**src/rtl/lru_fill_ctrl.sv**
```systemverilog
// Recency-ordered allocation controller for a small fully-associative buffer.
// Tracks valid/tag per entry plus an LRU->MRU permutation; serves alloc, arbitrated lookup,
// release and a multi-cycle flush.
module lru_fill_ctrl #(
    parameter int unsigned DEPTH    = 4,
    parameter int unsigned TAGW     = 8,
    parameter int unsigned NUM_REQS = 2,
    localparam int unsigned ADDRW   = $clog2(DEPTH),
    localparam int unsigned REQW    = (NUM_REQS > 1) ? $clog2(NUM_REQS) : 1,
    localparam int unsigned SIZEW   = $clog2(DEPTH + 1)
) (
    input  logic                     clk,
    input  logic                     reset,
    input  logic                     alloc_valid,
    input  logic [TAGW-1:0]          alloc_tag,
    output logic                     alloc_ready,
    output logic [ADDRW-1:0]         alloc_idx,
    output logic                     alloc_evict,
    output logic [TAGW-1:0]          alloc_evict_tag,
    input  logic [NUM_REQS-1:0]      lkp_valid,
    input  logic [NUM_REQS*TAGW-1:0] lkp_tag,
    output logic [NUM_REQS-1:0]      lkp_ready,
    output logic                     lkp_rsp_valid,
    output logic                     lkp_rsp_hit,
    output logic [ADDRW-1:0]         lkp_rsp_idx,
    output logic [REQW-1:0]          lkp_rsp_req,
    input  logic                     release_valid,
    input  logic [ADDRW-1:0]         release_idx,
    input  logic                     flush,
    output logic                     flush_busy,
    output logic [SIZEW-1:0]         size
);

    typedef enum logic [0:0] {StIdle, StFlush} state_e;

    state_e            state_q;
    logic [ADDRW-1:0]  fcnt_q;
    logic [DEPTH-1:0]  valid_q, valid_d;
    logic [TAGW-1:0]   tag_q   [DEPTH];
    logic [ADDRW-1:0]  order_q [DEPTH];
    logic [ADDRW-1:0]  order_d [DEPTH];
    logic [REQW-1:0]   rr_q, rr_d;
    logic [SIZEW-1:0]  size_q, size_d;

    logic              idle, flush_done;
    logic              alloc_fire, release_fire, lkp_elig;
    logic [ADDRW-1:0]  victim;
    logic              victim_found;
    logic              alloc_dup;
    logic              gnt_any;
    logic [REQW-1:0]   gnt_id, cand;
    logic [TAGW-1:0]   gnt_tag;
    logic              hit;
    logic [ADDRW-1:0]  hit_idx;
    logic [ADDRW-1:0]  sel, pos;
    logic              to_mru, to_lru;

    assign idle         = (state_q == StIdle);
    assign flush_done   = (state_q == StFlush) && (fcnt_q == ADDRW'(DEPTH - 1));
    assign flush_busy   = (state_q == StFlush);
    assign alloc_ready  = idle & ~release_valid & ~flush;
    assign alloc_fire   = alloc_valid & alloc_ready;
    assign release_fire = idle & ~flush & release_valid;
    assign lkp_elig     = alloc_ready & ~alloc_valid;
    assign size         = size_q;

    // Prefer a free slot; only evict the LRU entry when the buffer is full.
    always_comb begin
        victim       = order_q[0];
        victim_found = 1'b0;
        alloc_dup    = 1'b0;
        for (int i = 0; i < int'(DEPTH); i++) begin
            if (!valid_q[i] && !victim_found) begin
                victim       = ADDRW'(i);
                victim_found = 1'b1;
            end
            if (valid_q[i] && tag_q[i] == alloc_tag) alloc_dup = 1'b1;
        end
    end

    assign alloc_idx       = victim;
    assign alloc_evict     = valid_q[victim];
    assign alloc_evict_tag = tag_q[victim];

    always_comb begin
        gnt_any   = 1'b0;
        gnt_id    = '0;
        cand      = '0;
        lkp_ready = '0;
        if (lkp_elig) begin
            for (int k = 0; k < int'(NUM_REQS); k++) begin
                cand = REQW'((int'(rr_q) + k) % int'(NUM_REQS));
                if (!gnt_any && lkp_valid[cand]) begin
                    gnt_any = 1'b1;
                    gnt_id  = cand;
                end
            end
        end
        if (gnt_any) lkp_ready[gnt_id] = 1'b1;
    end

    assign gnt_tag = lkp_tag[int'(gnt_id) * int'(TAGW) +: TAGW];

    always_comb begin
        hit     = 1'b0;
        hit_idx = '0;
        for (int i = 0; i < int'(DEPTH); i++) begin
            if (!hit && valid_q[i] && tag_q[i] == gnt_tag) begin
                hit     = 1'b1;
                hit_idx = ADDRW'(i);
            end
        end
    end

    // One list update per cycle; flush start blocks everything via release_fire/alloc_ready.
    always_comb begin
        sel    = '0;
        to_mru = 1'b0;
        to_lru = 1'b0;
        if (release_fire) begin
            sel    = release_idx;
            to_lru = 1'b1;
        end else if (alloc_fire) begin
            sel    = victim;
            to_mru = 1'b1;
        end else if (gnt_any && hit) begin
            sel    = hit_idx;
            to_mru = 1'b1;
        end
        pos = '0;
        for (int i = 0; i < int'(DEPTH); i++) begin
            if (order_q[i] == sel) pos = ADDRW'(i);
        end
        order_d = order_q;
        if (to_mru) begin
            for (int i = 0; i < int'(DEPTH) - 1; i++) begin
                if (i >= int'(pos)) order_d[i] = order_q[i+1];
            end
            order_d[DEPTH-1] = sel;
        end
        if (to_lru) begin
            for (int i = 1; i < int'(DEPTH); i++) begin
                if (i <= int'(pos)) order_d[i] = order_q[i-1];
            end
            order_d[0] = sel;
        end
        if (flush_done) begin
            for (int i = 0; i < int'(DEPTH); i++) order_d[i] = ADDRW'(i);
        end
    end

    always_comb begin
        valid_d = valid_q;
        if (state_q == StFlush)  valid_d[fcnt_q]      = 1'b0;
        else if (release_fire)   valid_d[release_idx] = 1'b0;
        else if (alloc_fire)     valid_d[victim]      = 1'b1;
        size_d = '0;
        for (int i = 0; i < int'(DEPTH); i++) size_d = size_d + SIZEW'(valid_d[i]);
        rr_d = rr_q;
        if (gnt_any)    rr_d = REQW'((int'(gnt_id) + 1) % int'(NUM_REQS));
        if (flush_done) rr_d = '0;
    end

    always_ff @(posedge clk or negedge reset) begin
        if (!reset) begin
            state_q       <= StIdle;
            fcnt_q        <= '0;
            valid_q       <= '0;
            rr_q          <= '0;
            size_q        <= '0;
            lkp_rsp_valid <= 1'b0;
            lkp_rsp_hit   <= 1'b0;
            lkp_rsp_idx   <= '0;
            lkp_rsp_req   <= '0;
            for (int i = 0; i < int'(DEPTH); i++) order_q[i] <= ADDRW'(i);
        end else begin
            valid_q       <= valid_d;
            order_q       <= order_d;
            rr_q          <= rr_d;
            size_q        <= size_d;
            lkp_rsp_valid <= gnt_any;
            lkp_rsp_hit   <= gnt_any & hit;
            lkp_rsp_idx   <= (gnt_any && hit) ? hit_idx : '0;
            lkp_rsp_req   <= gnt_any ? gnt_id : '0;
            unique case (state_q)
                StIdle: begin
                    if (flush) begin
                        state_q <= StFlush;
                        fcnt_q  <= '0;
                    end
                end
                StFlush: begin
                    fcnt_q <= fcnt_q + 1'b1;
                    if (flush_done) begin
                        state_q <= StIdle;
                        fcnt_q  <= '0;
                    end
                end
                default: state_q <= StIdle;
            endcase
        end
    end

    // Tag storage carries no reset; contents are qualified by valid_q.
    always_ff @(posedge clk) begin
        if (alloc_fire) tag_q[victim] <= alloc_tag;
    end

    // Callers must never install a tag that is already resident.
    assert property (@(posedge clk) disable iff (!reset) alloc_fire |-> !alloc_dup);

endmodule

```
**config.mk**
```make
export PLATFORM = sky130hd
export DESIGN_NAME = lru_fill_ctrl
export DESIGN_NICKNAME = d
export VERILOG_FILES = /design/src/rtl/lru_fill_ctrl.sv
export SDC_FILE = /design/constraint.sdc
export NUM_CORES = 1
export LEC_CHECK = 0
export CAP_MARGIN = 5
export CORE_MARGIN = 10
export CORE_UTILIZATION = 55
export CTS_CLUSTER_SIZE = 28
export DETAILED_ROUTE_END_ITERATION = 8
export PLACE_DENSITY = 0.82
export SETUP_SLACK_MARGIN = 0.1
export SYNTH_ARGS = -nofsm -noshare
export SYNTH_HDL_FRONTEND = slang
export SYNTH_SLANG_ARGS = --single-unit
export TNS_END_PERCENT = 50
```
**constraint.sdc**
```tcl
create_clock -name clk -period 9.05 [get_ports clk]
set_clock_uncertainty 0.1 [all_clocks]
set_input_delay 2.715 -clock clk [delete_from_list [all_inputs] [get_ports clk]]
set_output_delay 2.715 -clock clk [all_outputs]
set_load 0.02 [all_outputs]
```
# Yosys cells after proc, flatten, opt, wreduce, memory -nomap -nowiden
# Memory sizes are Yosys's and may differ from the RTL's.
# Cells that the tools add are included.
# classes
n_addsub	6
n_lt_le_gt_ge	16
eq_ne	9
n_shift	1
n_mux	69
bitwise_logic	16
n_reduce_logical	30
# ops
operator	count
2-to-1 mux 2 bit	20
2-to-1 mux 1 bit	36
equality test 8 bit	4
2-to-1 mux 8 bit	3
logical AND 1 bit	17
variable part select 16 x 5 -> 8 bit	1
2-to-1 mux 4 bit	3
logical NOT 1 bit	9
less-than comparator 2 x 3 -> 1 bit, second input constant	3
bitwise AND 4 bit	2
inverter 4 bit	2
bitwise AND 1 bit	7
demux 1 bit (select 2 bit)	3
equality test 2 bit	3
>= comparator 2 x 1 -> 1 bit, second input constant	3
less-than comparator 1 x 2 -> 1 bit, second input constant	3
nonzero test 3 bit	2
>= comparator 1 x 2 -> 1 bit, first input constant	2
<= comparator 2 bit, first input constant	2
inverter 1 bit	4
OR 4 bit	1
case mux 2 bit (2 select lines)	1
adder 2 x 1 -> 3 bit	1
adder 3 x 1 -> 3 bit	1
other kinds (13)	14
# totals
ff_bits	24
ramBits	32
in_bits	33
out_inout_bits	23
word_cells	161
n_memories	1
# mem_list
name	depth	word_bits	read_ports	rd_clocked_by_memory_dff	wr	line	rtl
tag_q	4	8	5	0	1	39	logic [TAGW-1:0] tag_q [DEPTH];

# Longest topological paths before layout
# Gate-level depths: netlist (run 1).
# logic_depth
ltp_word	39
depth_mapped	14
depth_no_buf	13

# Worst setup path before layout (run 1)
# OpenSTA, ideal clock, no wires.
# synth_path
path_kind	input port to output port
from	input port flush
to	output port lkp_ready[0]
t_arrival_ps	3675
required_time_ps	6235
slack_ps	2560
stages	3
n_path_buf	0
path_cell_list	nor4_4 > o21ai_0 > a21oi_1
# synth_via
elab_chain_len	9
word_cells_on_any_way	11
cone_classes	order compare: 2; mux: 5; bitwise: 3; reduce/logical: 1
# synth_lines
item	line	rtl
start, declared	29	input logic flush,
inverter 1 bit (*)	61	assign alloc_ready = idle & ~release_valid & ~flush;
bitwise AND 1 bit (*)	61	
bitwise AND 1 bit (*)	64	assign lkp_elig = alloc_ready & ~alloc_valid;
2-to-1 mux 1 bit	90	if (lkp_elig) begin
less-than comparator 1 x 2 -> 1 bit (implied by the code) or >= comparator 1 bit (tied branches)	99	if (gnt_any) lkp_ready[gnt_id] = 1'b1;
logical AND 1 bit (implied by the code)	99	
2-to-1 mux 1 bit (implied by the code)	99	
demux 1 bit (select 1 bit)	99	
2-to-1 mux 2 bit (*)	99	
end, declared	22	output logic [NUM_REQS-1:0] lkp_ready,
# Mark *: on every way between the ends. The rest lies on a longest branch, timed or not.

# Final worst setup path (run 1)
# Same ends and word-level chain as after synthesis.

==> results of run 1 <==
## worst paths after layout
path,endpoint,from,depth (start not counted),slack (ns)
worst max-delay path,lkp_ready[0],flush,5,1.35
worst min-delay path,order_q[6],order_q[6],2,0.46
worst max register to register,order_q[5],flush_busy,12,4.81
worst min register to register,order_q[6],order_q[6],2,0.46
max in group asynchronous,size[0],reset,1,5.31
min in group asynchronous,lkp_rsp_hit,reset,1,2.86
## registers in the layout (all words and copies together), names as in the netlist
register,cells
lkp_rsp_hit,1
lkp_rsp_idx,2
order_q,8
rr_q,1
lkp_rsp_req,1
lkp_rsp_valid,1
flush_busy,1
valid_q,4
size,3
tag_q,32
fcnt_q,2
## power by group through the flow
stage / Sequential [mW] / Combinational, mW / Clock [mW]
after floorplan: 0.337 / 0.192 / 0
after global placement: 0.345 / 0.299 / 0
after detailed placement: 0.346 / 0.302 / 0
after CTS: 0.341 / 0.305 / 0.153
after global routing: 0.348 / 0.334 / 0.167
final: 0.342 / 0.307 / 0.154
## area by class of cell
| type | count | area, sq um |
|---|---|---|
| Clock buffer | 5 | 68.8 |
| Clock inverter | 3 | 28.8 |
| Fill cell | 552 | 2190 |
| Inverter | 29 | 109 |
| Multi-Input combinational cell | 288 | 2130 |
| Sequential cell | 56 | 1570 |
| Tap cell | 96 | 120 |
| Timing Repair Buffer | 58 | 573 |
## per-stage QoR
step                      std cells  area, sq um  power, mW  utilization  setup slack [ns]
after global routing            535         4600      0.849        0.677              1.29
after floorplan                 384         3850      0.529            -              2.56
after detailed placement        527         4500      0.649        0.663              1.35
after CTS                       535         4600      0.799        0.677              1.35
after global placement          527         4500      0.644        0.663              1.46
final                           535         4600      0.802        0.677              1.35
## per-layer routing
layer	track usage	vias up	routed length, microns
li1	-	1544	-
met1	0.280	1574	5000
met2	0.317	174	5000
met3	0.0527	32	1040
met4	0.0825	0	398
met5	0	-	0
## worst reg2reg max path: cells and delay by family, from the launching register on
kind | cells | cell delay (ns)
compound gates | 4 | 1.25
flops | 1 | 0.56
simple gates | 5 | 1.38
buf+inv | 2 | 0.32
mux | 1 | 0.54
## cells in the final DEF, fill, tap and decap left out, drive strengths merged, types with 6 or more instances in the layout
master,instances
xnor2,26
xor2,8
dfrtp,20
clkdlybuf4s50,55
o31ai,6
nand3,17
mux2i,18
ha,6
nand2,23
a21oi,26
o21ai,14
a211oi,8
and2,7
nor2,19
nor4,6
nand4,7
edfxtp,32
nand2b,8
inv,31
nor3,14
## cells by family after synthesis
| kind of cell | after synthesis | share of synthesized area |
|---|---|---|
| simple gates | 125 | 0.190 |
| compound gates | 102 | 0.202 |
| flops | 56 | 0.407 |
| buf+inv | 40 | 0.0429 |
| xor+xnor | 34 | 0.0773 |
| mux | 20 | 0.0556 |
| fa+ha+maj | 7 | 0.0247 |
==> results.yml, run 1 <==
clock_tree:
  cts_tree: "built"
  clock_tree.root_cell: "clkbuf_8"
  ctsResizeCount: 0
  tritoncts_num_sinks: 56
  clk_transition_reported_paths_ns: 0.12
  cts_max_level: 2
  insertion_delay_ns: 0.33
  ctsLongestPathBuffers: 2
  numCtsBuffers: 5
  postCtsHoldBufs: 0
  postCtsSetupBuffers: 0
timing:
  final.period_utilization: 0.851
  period_needed_ns: 7.70
  fin_worst_hold_slack_ns: 0.457
  tightest_slew_ns: 1.11
  finalSetupTns_ns: 0
  normalized_max_slew_margin: 0.258
  final_setup_violation_count: 0
  report.final.slew_viol_count: 0
  rsz0062_at_grt: "no"
  final_hold_viol_count: 0
  achievable-frequency_ghz: 0.130
hold_path:
  min_path_type: "reg2reg"
global_route:
  global_route_usage_sum: 0.209
  global_route_overflow: 0
  global_route_wire_length_before_repair_microns: 18400
  vias_in_the_first_global_route: 3414
  antenna_violations_before_repair: 0
  largest_net_degree_at_the_start_of_global_routing: 25
power:
  p_int_uw: 494
  worst_ir_drop_vdd_mv: 0.184
  total_switching_power_uw: 308
  sw_frac_of_total: 0.384
  power-per-cell-area_nw_per_um2: 174
  p_seq_frac: 0.426
  clock_power_share: 0.192
  pwr-share-comb: 0.382
  leakage_nw: 1.76
synthesis:
  synth_commonest_cells: "edfxtp_1 (32), inv_1 (28), xnor2_1 (26)"
  synth.ff_latch_count: 56
  syn_inst: 384
  synth_top_cell_by_area: "edfxtp_1"
  synth.area.top_cells: "edfxtp_1 (25%), dfrtp_1 (13%), xnor2_1 (5.9%)"
  synth-edff-count: 32
  synth.cell_area_sq_um: 3850
  synthMostInstantiatedCell: "edfxtp_1"
  synth_cell_types: 79
  postSynth.topFlopCell: "edfxtp_1"
  yosysSeqAreaShare: 0.407
  synth_area_per_cell_sq_um: 10.0
  syn-num-nets: 424
  post-synth-top-area-fraction: 0.250
  asyncSetResetFlopFracSynth: 0.429
  ys_warn_count: 0
cells_and_area:
  areaGrowthSynthToFinish_pct: 19.5
  diodes_inserted: 0
  fin_nets: 478
  drive_gt1_frac: 0.132
die:
  fp-row-count: 30
  dieHeight_microns: 104
  die_w_microns: 104
  core_area_sq_um: 6790
  die_area_sq_um: 10700
  initial_cell_density_of_the_core: 0.567
  pin_count: 56
setup_path:
  worst_setup_path_start_kind: "input pin"
  worstPathMaxFanout: 6
  slowest_stage: "clkdlybuf4s50_1"
  critPathMostFrequentCell: "clkdlybuf4s50_1"
  crit_path_cell_trace: "clkdlybuf4s50_1, nor4_4, o21ai_0, a21oi_1, clkdlybuf4s50_1"
  critPathTopFamily: "buffers and inverters"
  required_ns: 6.24
  crit_end_category: "output port"
  cp.buffers_inverters: 2
  crit_path_max_incr_delay_ns: 0.62
  worstSetupPathType: "in2out"
  arrival_ns: 4.89
routing:
  viasPerCell: 6.21
  wire_per_inst_microns: 21.4
  drt-total-wl_microns: 11400
  vias: 3324
  ant_nets: 0
  detailedRoute.firstIterationViolations: 418
  drc: 0
  number_of_iterations_in_the_first_detailed_routing_pass: 5
place:
  gp_congestion: 0.992
  place.port_buffers: 55
  dp_hpwl_microns: 9040
outcome:
  run_status: "complete, no violations"
flow_run:
  maxCapViolCount: 0
No activity file was read; power rests on OpenSTA's default activity.
==> inputs of run 2 (changes only) <==
--- a/config.mk
+++ b/config.mk
@@ -7,10 +7,11 @@
 export LEC_CHECK = 0
 export CAP_MARGIN = 5
 export CORE_MARGIN = 10
-export CORE_UTILIZATION = 55
+export CORE_UTILIZATION = 59
 export CTS_CLUSTER_SIZE = 28
 export DETAILED_ROUTE_END_ITERATION = 8
-export PLACE_DENSITY = 0.82
+export GPL_ROUTABILITY_DRIVEN = 0
+export PLACE_DENSITY = 0.87
 export SETUP_SLACK_MARGIN = 0.1
 export SYNTH_ARGS = -nofsm -noshare
 export SYNTH_HDL_FRONTEND = slang
==> run 2 against run 1 <==
  * Non-clock buffer count unchanged
  * Die area down 5.5%
  * Core utilization up 4.3 points
  * Clock power about the same
  * Largest power group unchanged
  * Routed wire length down 4.1%
  * Combinational power about the same
  * Cell count down 3.6%
  * Worst hold slack better by 0.018 ns
  * Count of clock-buffer cells in the layout unchanged
==> results.yml, run 2 (synthesis results as in run 1) <==
cells_and_area:
  fin_nets: 478
  instances_no_fill: 516
  most-common-layout-cells: "clkdlybuf4s50_1 (55), edfxtp_1 (32), inv_1 (28)"
  drive_gt1_frac: 0.130
  largest_register: "tag_q"
  diodes_inserted: 0
  most_common_cell_after_layout_fill_and_taps_aside: "clkdlybuf4s50_1"
  areaGrowthSynthToFinish_pct: 18.8
  largest_register_ffs: 32
  n_fill_cell: 446
  biggestRegsByFlops: "tag_q (32), order_q (8), valid_q (4)"
clock_tree:
  cts_max_level: 2
  clock_tree.root_cell: "clkbuf_8"
  ctsResizeCount: 0
  tritoncts_num_sinks: 56
  postCtsHoldBufs: 0
  clk_transition_reported_paths_ns: 0.12
  postCtsSetupBuffers: 0
  cts_tree: "built"
  insertion_delay_ns: 0.33
  numCtsBuffers: 5
  ctsLongestPathBuffers: 2
global_route:
  largest_net_degree_at_the_start_of_global_routing: 25
  global_route_wire_length_before_repair_microns: 17300
  antenna_violations_before_repair: 0
  grt.met3_usage: 0.0494
  grt_util_met1: 0.272
  grt_use_met2: 0.346
  grt_busiest_layer: "met2"
  global_route_overflow: 0
  vias_in_the_first_global_route: 3269
  global_route_usage_sum: 0.212
routing:
  ant_nets: 0
  number_of_iterations_in_the_first_detailed_routing_pass: 6
  drt-total-wl_microns: 11000
  viasPerCell: 6.72
  detailedRoute.firstIterationViolations: 620
  vias: 3468
  drc: 0
  wire_per_inst_microns: 21.2
timing:
  tightest_slew_ns: 1.18
  finalSetupTns_ns: 0
  final_hold_viol_count: 0
  achievable-frequency_ghz: 0.127
  rsz0062_at_grt: "no"
  final.period_utilization: 0.873
  normalized_max_slew_margin: 0.211
  period_needed_ns: 7.90
  report.final.slew_viol_count: 0
  final_setup_violation_count: 0
setup_path:
  crit_end_category: "output port"
  worstSetupPathType: "in2out"
  required_ns: 6.24
  worstPathMaxFanout: 15
  arrival_ns: 5.08
  worst_setup_path_start_kind: "input pin"
power:
  pwr-share-comb: 0.382
  worst_ir_drop_vdd_mv: 0.158
  sw_frac_of_total: 0.385
  leakage_nw: 1.76
  power-per-cell-area_nw_per_um2: 176
  total_switching_power_uw: 310
  clock_power_share: 0.190
  p_int_uw: 494
  p_seq_frac: 0.428
outcome:
  run_status: "complete, no violations"
place:
  dp_hpwl_microns: 8220
  post-place-cells: 508
  place.port_buffers: 55
die:
  die_area_sq_um: 10200
  fp-row-count: 29
  pin_count: 56
  dieHeight_microns: 101
  core_area_sq_um: 6350
  initial_cell_density_of_the_core: 0.606
  die_w_microns: 101
hold_path:
  min_path_type: "reg2reg"
flow_run:
  maxCapViolCount: 0
-- run 2: critical path, stage by stage --
cell	delay [ns]
clkdlybuf4s50_1	0.52
nor4_4	0.49
nand3_1	0.17
inv_1	0.46
clkdlybuf4s50_1	0.72
-- run 2: metrics by stage --
stage | worst slack (ns) | instance area [sq um] | power [mW] | hold WS [ns] | util
after floorplan | 2.56 | 3850 | 0.529 | 0.393 | -
after global placement | 1.28 | 4470 | 0.637 | 0.413 | 0.705
after detailed placement | 1.19 | 4470 | 0.648 | 0.431 | 0.705
after CTS | 1.17 | 4570 | 0.800 | 0.466 | 0.720
after global routing | 1.11 | 4570 | 0.844 | 0.490 | 0.720
final | 1.15 | 4570 | 0.804 | 0.475 | 0.720
-- run 2: final cells by class --
type / instances / area (sq um) / area share
clock inverter: 3 / 28.8 / 0.00629
timing repair buffer: 58 / 573 / 0.125
tap: 77 / 96.3 / 0.0211
inverter: 29 / 109 / 0.0238
clock buffer: 5 / 68.8 / 0.0151
multi-input combinational: 288 / 2130 / 0.466
sequential: 56 / 1570 / 0.343
-- run 2: power by group through the flow --
stage / Sequential, mW / Clock [mW] / Combinational, mW
6_report: 0.344 / 0.153 / 0.307
3_3_place_gp: 0.344 / 0 / 0.293
4_1_cts: 0.342 / 0.151 / 0.306
3_5_place_dp: 0.347 / 0 / 0.301
5_1_grt: 0.347 / 0.165 / 0.332
2_1_floorplan: 0.337 / 0 / 0.192
-- run 2: path summary, 6_finish.rpt --
path | slack (ns) | from | cells after the start | to
max | 1.15 | flush | 5 | lkp_ready[1]
min | 0.48 | order_q[6] | 2 | order_q[6]
max reg2reg | 4.61 | flush_busy | 11 | order_q[5]
min reg2reg | 0.48 | order_q[6] | 2 | order_q[6]
max in group asynchronous | 5.36 | reset | 1 | size[1]
min in group asynchronous | 2.84 | reset | 1 | lkp_rsp_idx[1]
-- run 2: metal layers --
| layer | routed length, microns | up-vias | share of wire |
|---|---|---|---|
| met5 | 0 | - | 0 |
| li1 | - | 1539 | - |
| met4 | 222 | 0 | 0.020 |
| met3 | 1180 | 36 | 0.11 |
| met1 | 4280 | 1638 | 0.39 |
| met2 | 5280 | 255 | 0.48 |
